File: src/rtl/trace_pkg.sv
// trace_pkg: shared FSM encoding, trace-entry layout and entry-width helper for the commit trace buffer.
package trace_pkg;
  typedef enum logic [1:0] {IDLE = 2'd0, ARMED = 2'd1, CAPTURE = 2'd2, DONE = 2'd3} state_t;
  localparam int INST_W = 32;
  localparam int RD_W = 5;
  // Reference layout at XLEN=32; the top re-declares it with its own XLEN in the same field order.
  typedef struct packed {
    logic [31:0] pc;
    logic [31:0] inst;
    logic        rd_we;
    logic [4:0]  rd;
    logic [31:0] rd_data;
  } trace_entry_t;
  function automatic int entry_w(input int xlen);
    return 2 * xlen + INST_W + 1 + RD_W;
  endfunction
endpackage

File: src/rtl/trace_ring.sv
// trace_ring: circular entry store with occupancy tracking and optional overwrite-oldest on push when full.
module trace_ring #(
  parameter int W = 70,
  parameter int DEPTH = 16
) (
  input  logic                     clk,
  input  logic                     rst,
  input  logic                     clr,
  input  logic                     push,
  input  logic                     pop,
  input  logic                     overwrite,
  input  logic [W-1:0]             din,
  output logic [W-1:0]             dout,
  output logic [$clog2(DEPTH):0]   count,
  output logic                     full,
  output logic                     empty
);
  localparam int AW = $clog2(DEPTH);
  localparam int CW = AW + 1;
  logic [W-1:0] mem [DEPTH];
  logic [AW-1:0] wptr, rptr;
  logic do_pop, wr, adv;
  assign full = count == CW'(DEPTH);
  assign empty = count == '0;
  assign do_pop = pop && !empty;
  // A push into a full ring lands on the oldest slot, so the read side must move past it.
  assign wr = push && (!full || do_pop || overwrite);
  assign adv = do_pop || (wr && full);
  assign dout = empty ? '0 : mem[rptr];
  always_ff @(posedge clk or negedge rst)
    if (!rst) begin
      wptr <= '0;
      rptr <= '0;
      count <= '0;
    end else if (clr) begin
      wptr <= '0;
      rptr <= '0;
      count <= '0;
    end else begin
      if (wr) wptr <= wptr + 1'b1;
      if (adv) rptr <= rptr + 1'b1;
      count <= count + CW'(wr) - CW'(adv);
    end
  always_ff @(posedge clk)
    if (wr && !clr) mem[wptr] <= din;
endmodule

File: src/rtl/commit_trace_buffer.sv
// commit_trace_buffer: records retired-instruction PC/inst/write-back into a ring, with PC trigger,
// stop/wrap on full, cycle budget with halt request, and a valid/ready drain port.
module commit_trace_buffer
  import trace_pkg::*;
#(
  parameter int XLEN = 32,
  parameter int DEPTH = 16,
  parameter int CYC_W = 16
) (
  input  logic                   clk,
  input  logic                   rst,
  input  logic                   arm,
  input  logic                   trig_en,
  input  logic [XLEN-1:0]        trig_pc,
  input  logic                   wrap_mode,
  input  logic [CYC_W-1:0]       cycle_limit,
  input  logic                   commit_valid,
  input  logic [XLEN-1:0]        commit_pc,
  input  logic [31:0]            commit_inst,
  input  logic                   commit_rd_we,
  input  logic [4:0]             commit_rd,
  input  logic [XLEN-1:0]        commit_rd_data,
  output logic                   out_valid,
  input  logic                   out_ready,
  output logic [XLEN-1:0]        out_pc,
  output logic [31:0]            out_inst,
  output logic                   out_rd_we,
  output logic [4:0]             out_rd,
  output logic [XLEN-1:0]        out_rd_data,
  output logic [$clog2(DEPTH):0] count,
  output logic                   overflow,
  output logic [1:0]             state,
  output logic                   halt_req
);
  localparam int W = entry_w(XLEN);
  typedef struct packed {
    logic [XLEN-1:0] pc;
    logic [31:0]     inst;
    logic            rd_we;
    logic [4:0]      rd;
    logic [XLEN-1:0] rd_data;
  } entry_t;
  state_t st;
  entry_t din, dout;
  logic wrap_q;
  logic [CYC_W-1:0] lim_q, cyc;
  logic [XLEN-1:0] tpc_q;
  logic full, empty, hit, push, lost, budget;
  assign hit = commit_valid && commit_pc == tpc_q;
  assign push = !arm && commit_valid && (st == CAPTURE || (st == ARMED && hit));
  assign lost = push && full && !out_ready;
  assign budget = st == CAPTURE && lim_q != '0 && cyc == lim_q - 1'b1;
  assign din = '{pc: commit_pc, inst: commit_inst, rd_we: commit_rd_we, rd: commit_rd, rd_data: commit_rd_data};
  trace_ring #(.W(W), .DEPTH(DEPTH)) u_ring (
    .clk(clk), .rst(rst), .clr(arm), .push(push), .pop(out_ready), .overwrite(wrap_q),
    .din(din), .dout(dout), .count(count), .full(full), .empty(empty)
  );
  assign out_valid = !empty;
  assign out_pc = dout.pc;
  assign out_inst = dout.inst;
  assign out_rd_we = dout.rd_we;
  assign out_rd = dout.rd;
  assign out_rd_data = dout.rd_data;
  assign state = st;
  always_ff @(posedge clk or negedge rst)
    if (!rst) begin
      st <= IDLE;
      wrap_q <= 1'b0;
      lim_q <= '0;
      tpc_q <= '0;
      cyc <= '0;
      overflow <= 1'b0;
      halt_req <= 1'b0;
    end else if (arm) begin
      st <= trig_en ? ARMED : CAPTURE;
      wrap_q <= wrap_mode;
      lim_q <= cycle_limit;
      tpc_q <= trig_pc;
      cyc <= '0;
      overflow <= 1'b0;
      halt_req <= 1'b0;
    end else begin
      if (lost) overflow <= 1'b1;
      if (st == ARMED && hit) st <= CAPTURE;
      if (st == CAPTURE) begin
        cyc <= cyc + 1'b1;
        if (budget) begin
          st <= DONE;
          halt_req <= 1'b1;
        end else if (lost && !wrap_q) st <= DONE;
      end
    end
endmodule
File: config.mk
export PLATFORM = sky130hd
export DESIGN_NAME = commit_trace_buffer
export DESIGN_NICKNAME = d
export VERILOG_FILES = /design/src/rtl/trace_pkg.sv /design/src/rtl/trace_ring.sv /design/src/rtl/commit_trace_buffer.sv
export SDC_FILE = /design/constraint.sdc
export NUM_CORES = 1
export LEC_CHECK = 0
export CAP_MARGIN = 0
export CORE_MARGIN = 2
export CORE_UTILIZATION = 31
export CTS_CLUSTER_DIAMETER = 60
export DETAILED_ROUTE_END_ITERATION = 16
export PLACE_DENSITY = 0.44
export SLEW_MARGIN = 20
export SYNTH_ARGS = -nofsm -noshare
export SYNTH_HDL_FRONTEND = slang
export SYNTH_SLANG_ARGS = --single-unit
export TNS_END_PERCENT = 10
File: constraint.sdc
create_clock -name clk -period 16.47 [get_ports clk]
set_input_delay 1.647 -clock clk [delete_from_list [all_inputs] [get_ports clk]]
set_output_delay 1.647 -clock clk [all_outputs]
set_load 0.01 [all_outputs]
-- Yosys cells after proc, flatten, opt, wreduce, memory -nomap -nowiden
Memories as Yosys holds them, arrays and structs flattened.
Cells that the tools add are included.
- memories: 1
- input port bits: 157
- output and inout bits: 112
- word-level logic and storage cells: 73
- RAM bits: 1632
- bits in registers: 82
- add/sub/neg operators: 6
- reduce and logical (&&, ||, !) cells: 30
- muxes and demuxes: 21
- equality and inequality tests: 5
- memory list (memory ; words ; width ; rd ports ; clocked after Yosys merged registers in ; wr ports ; RTL line ; text):
    u_ring.mem ; 16 ; 102 ; 1 ; 0 ; 1 ; trace_ring.sv:20 ; logic [W-1:0] mem [DEPTH];
- operators by type and width (kind ; count):
    two-way mux 102 bit ; 1
    == test 32 bit ; 1
    two-way mux 16 bit ; 2
    adder 16 x 1 -> 16 bit (second input constant) ; 1
    == test 16 bit ; 1
    two-way mux 4 bit ; 4
    nonzero test 16 bit ; 1
    subtractor 16 x 1 -> 16 bit (second input constant) ; 1
    logical AND 1 bit ; 13
    two-way mux 2 bit ; 6
    nonzero test 2 bit ; 5
    adder 4 x 1 -> 4 bit (second input constant) ; 2
    two-way mux 1 bit ; 7
    adder 5 x 1 -> 5 bit ; 1
    == test 5 bit (second input constant) ; 1
    logical NOT 1 bit ; 5
    logical NOT 5 bit ; 1
    two-way mux 5 bit ; 1
    subtractor 5 x 1 -> 5 bit ; 1
    logical OR 1 bit ; 4
    == test 2 x 1 -> 1 bit (second input constant) ; 1
    == test 2 bit (second input constant) ; 1
    AND reduction 2 bit ; 1

-- Logic depth before layout (Yosys ltp)
- depth in word-level cells: 12
- gate-level depth with buffers: 17

-- Modules after synthesis
From an unflattened synthesis, not the netlist that was laid out.
- cell total of the unflattened synthesis: 2927
- area, all modules: 65729.3 µm²
- by module, submodules not included (module ; cells each ; area an instance (µm²) ; times used ; seq. area each (µm²)):
    trace_ring ; 2603 ; 62094.6 ; 1 ; 49332.3
    commit_trace_buffer ; 324 ; 3634.7 ; 1 ; 1726.7

-- Worst setup path after synthesis
No wires, ideal clock.
- path type: input -> register
- start: input port arm
- end: memory u_ring.mem[3][0] in the netlist's numbering, enable pin
- setup slack: 2946 ps
- required time: 15656 ps
- stages on the path: 6
- arrival time: 12711 ps
- path buffers: 2
- path through: clkbuf_1 or3b_2 or3b_2 o31a_1 clkbuf_1 nor4_1
- cells in the longest elaborated chain, start to end: 7
- RTL lines (element ; RTL line ; text):
    from (decl) ; commit_trace_buffer.sv:12 ; input logic arm,
    logical NOT 1 bit (*) ; trace_ring.sv:45, commit_trace_buffer.sv:50 ;
    logical AND 1 bit (2 in series) ; commit_trace_buffer.sv:50 ; assign push = !arm && commit_valid && (st == CAPTURE || (st == ARMED && hit));
    logical AND 1 bit ; trace_ring.sv:27 ; assign wr = push && (!full || do_pop || overwrite);
    logical AND 1 bit (*) ; trace_ring.sv:45 ; if (wr && !clr) mem[wptr] <= din;
    two-way mux 1 bit (*) ; trace_ring.sv:45 ;
    two-way mux 1 bit (not written as such) (*) ; trace_ring.sv:45 ;
    to (decl) ; trace_ring.sv:20 ;
Every way passes the cells marked *; elsewhere a longest branch is shown, timed or not.

-- Final worst setup path
- start: register u_ring.rptr[0]
- end: output port out_rd_data[14]
- cells in the longest elaborated chain, start to end: 2
- RTL lines (element ; RTL line ; text):
    from (decl) ; trace_ring.sv:21 ; logic [AW-1:0] wptr, rptr;
    from (signal assigned) ; trace_ring.sv:41 ; if (adv) rptr <= rptr + 1'b1;
    memory read (16 x 102 bit) ; n/a ;
    two-way mux 102 bit ; trace_ring.sv:29 ; assign dout = empty ? '0 : mem[rptr];
    to (decl) ; commit_trace_buffer.sv:29 ; output logic [XLEN-1:0] out_rd_data,
No other way between the ends.

==> flow_summary.toml <==
[run_status]
status = "finished, final reports clean"

[pwr]
peakVddDrop_mv = 0.0907
leakagePower_nw = 24.0
cellPowerDensity_nw_per_um2 = 145

[final_layout]
drive_above_1_share_pct = 27.6
area.sequential_um2 = 51100
syn2layout_area_growth_pct = 18.7
multi_input_area_um2 = 14700
nets = 3359
fillerInstances = 19100

[timing]
rsz0062_at_grt = "no"
maxSlewViolCount = 0
hold_viol = 0
clock_skew_ps = 27.6
slew_headroom_pct = 27.0
fmax_mhz = 126
setup_violations = 0
worstMarginPinSlew_ps = 1090
period_share_pct = 48.4
post-route-min-period_ps = 7970
fin_ws_ps = 8500
tns_ps = 0

[critical_path]
crit_arrival_ps = 6320
path_class = "reg2out"
startpoint = "u_ring.rptr[0]"
r2r_setup_slack_ps = 10450
rr_endpoint = "u_ring.mem[5][30]"
end_kind = "primary output"
reg2reg_from = "tpc_q[24]"
start_kind = "flop"
worstRegToRegCells = 9
cp_max_fo = 91
cp.required_ps = 14820

[floorplanning]
dieArea_um2 = 218000
die_w_um = 467
pin_count = 269
core_area_um2 = 212000
dieHeight_um = 467
start_util_pct = 31.2
rows = 169

[place]
dp_slack_ps = 8280
io_buffers = 268
routabilityCongestion = 0.742
post-dp-hpwl_um = 94900

[worst_hold_path]
min-delay-start = "overflow"
hp-class = "reg2reg"
min_delay_path_depth = 2
min_to = "overflow"

[cts]
cts-root-buf = "clkbuf_16"
clkTransAtPathRegs_ps = 60
numClockSinks = 1714
clk-insertion-delay-late_ps = 810
cts_resized = 0
post_cts_buffers = 0
cts_made_buffers = 187
cts_tree = "built"
h-tree-depth = 4
cts_hold_buf = 0
clock_path_buffers = 3

[global_route]
grt_pass1_wl_um = 243000
grt_pass1_vias = 32900
grt-ovfl-total = 0
antenna_found_initial = 28
globalRouteTotalUtil_pct = 15.6
grt_max_degree = 138

[yosys]
synth-edff-count = 1632
synth_area_per_cell_um2 = 23.5
synth_top_area_cell = "edfxtp_1"
synth_area_um2 = 66300
synth_seq_cells = 1714
synth_ff_type = "edfxtp_1"
synth.top_cell.area_share_pct = 73.9
yosysUniqueCellTypes = 61
seq_area_frac_synth_pct = 77.0
ys_top_cells_by_area = "edfxtp_1, mux4_2, dfrtp_1"
synthArstFlopShare_pct = 4.78
synth_nets = 2992
yosysWarnings = 0
netlist_instances = 2821
synth_common_cells = "edfxtp_1, mux4_2, and2_1"
synth_most_common_cell = "edfxtp_1"

[routing]
via_per_inst = 4.92
routedWlPerCell_um = 27.5
drt_first_pass_iters = 5
dr.first_iter.drc_count = 2256
remaining_drc_errors = 0
wl_um = 169000
ant_nets = 0
via_count = 30300

[run]
max-cap-violations = 0
## worst max path at each step
stage	to	slack, ps	cells after the start
finish	out_rd_data[14]	8500	7
global route	out_rd_data[14]	7880	7
CTS	out_rd_data[14]	8120	7
detailed placement	u_ring.mem[13][27]	8280	11
global placement	u_ring.mem[13][31]	8490	11
floorplan	u_ring.mem[3][0]	2950	6
## kinds of logic (layout without fill, tap and decap cells)
| logic type | count (synthesis) | count (layout) | share of synthesized area [%] |
|---|---|---|---|
| AND/OR/NAND/NOR | 242 | 242 | 2.14 |
| other | 0 | 2 | 0 |
| buffers and inverters | 168 | 694 | 0.998 |
| XOR/XNOR | 70 | 70 | 0.924 |
| multiplexers | 561 | 561 | 18.2 |
| AO/OA/AOI/OAI | 52 | 52 | 0.515 |
| adder cells (fa/ha/maj) | 14 | 14 | 0.275 |
| flip-flops | 1714 | 1714 | 77.0 |
## critical path: stages (launching register included)
cell	delay, ps
dfrtp_4	1010
buf_12	560
buf_4	890
buf_4	840
mux4_2	610
mux4_2	480
and2_1	260
clkdlybuf4s50_1	510
## stage by stage
step,area (µm²),utilization (%),hold slack (ps),cells,power (mW)
after global routing,78700,37.1,545,6170,11.9
final,78700,37.1,506,6170,11.4
after global placement,72500,34.2,513,5819,7.46
after detailed placement,72500,34.2,501,5819,7.47
after floorplan,66300,-,501,2821,6.44
after CTS,78700,37.1,516,6167,11.7
## metal layers
metal / wire (µm) / share of wire (%) / vias up / track usage [%]
met2: 83000 / 49 / 718 / 25.5
met3: 8400 / 5.0 / 249 / 3.38
li1: - / - / 12700 / -
met4: 3460 / 2.0 / 24 / 3.94
met5: 141 / 0.083 / - / 0
met1: 74400 / 44 / 16600 / 21.1
## layout make-up
cell class	instances	share of cell area, %
clock inverters	113	1.44
clock buffers	235	6.36
flip-flops and latches	1714	64.9
diodes	2	0.00636
multi-input cells	939	18.7
repair buffers	325	4.04
inverters	21	0.110
well taps	2821	4.48
## flip-flops by register name, indices dropped and copies added, names as in the netlist
register,flops
halt_req,1
u_ring.count,5
wrap_q,1
u_ring.rptr,4
state,2
u_ring.wptr,4
lim_q,16
cyc,16
overflow,1
tpc_q,32
u_ring.mem,1632
## cell usage in the layout (no fill, tap or decap), drive strengths merged, types with 5 or more instances in the layout
master	Yosys	final
bufinv	0	18
mux2	47	47
mux4	510	510
clkinvlp	0	5
inv	20	34
nor4	10	10
nand4	14	14
xor2	23	23
clkbuf	102	235
clkdlybuf4s50	0	266
edfxtp	1632	1632
a21oi	15	15
and2	106	106
nor3	7	7
ha	13	13
clkinv	1	77
nand2	16	16
nand3	14	14
xnor2	47	47
nor2	40	40
buf	45	59
dfrtp	82	82
o21ai	15	15
nor2b	5	5
## power by group
part           internal [mW]  switching [mW]  total (mW)
Combinational           1.28            1.13        2.41
Clock                   2.44            1.71        4.15
Sequential              4.81          0.0795        4.89
Total                   8.53            2.92        11.4
Power figures use the tool's default switching activity.
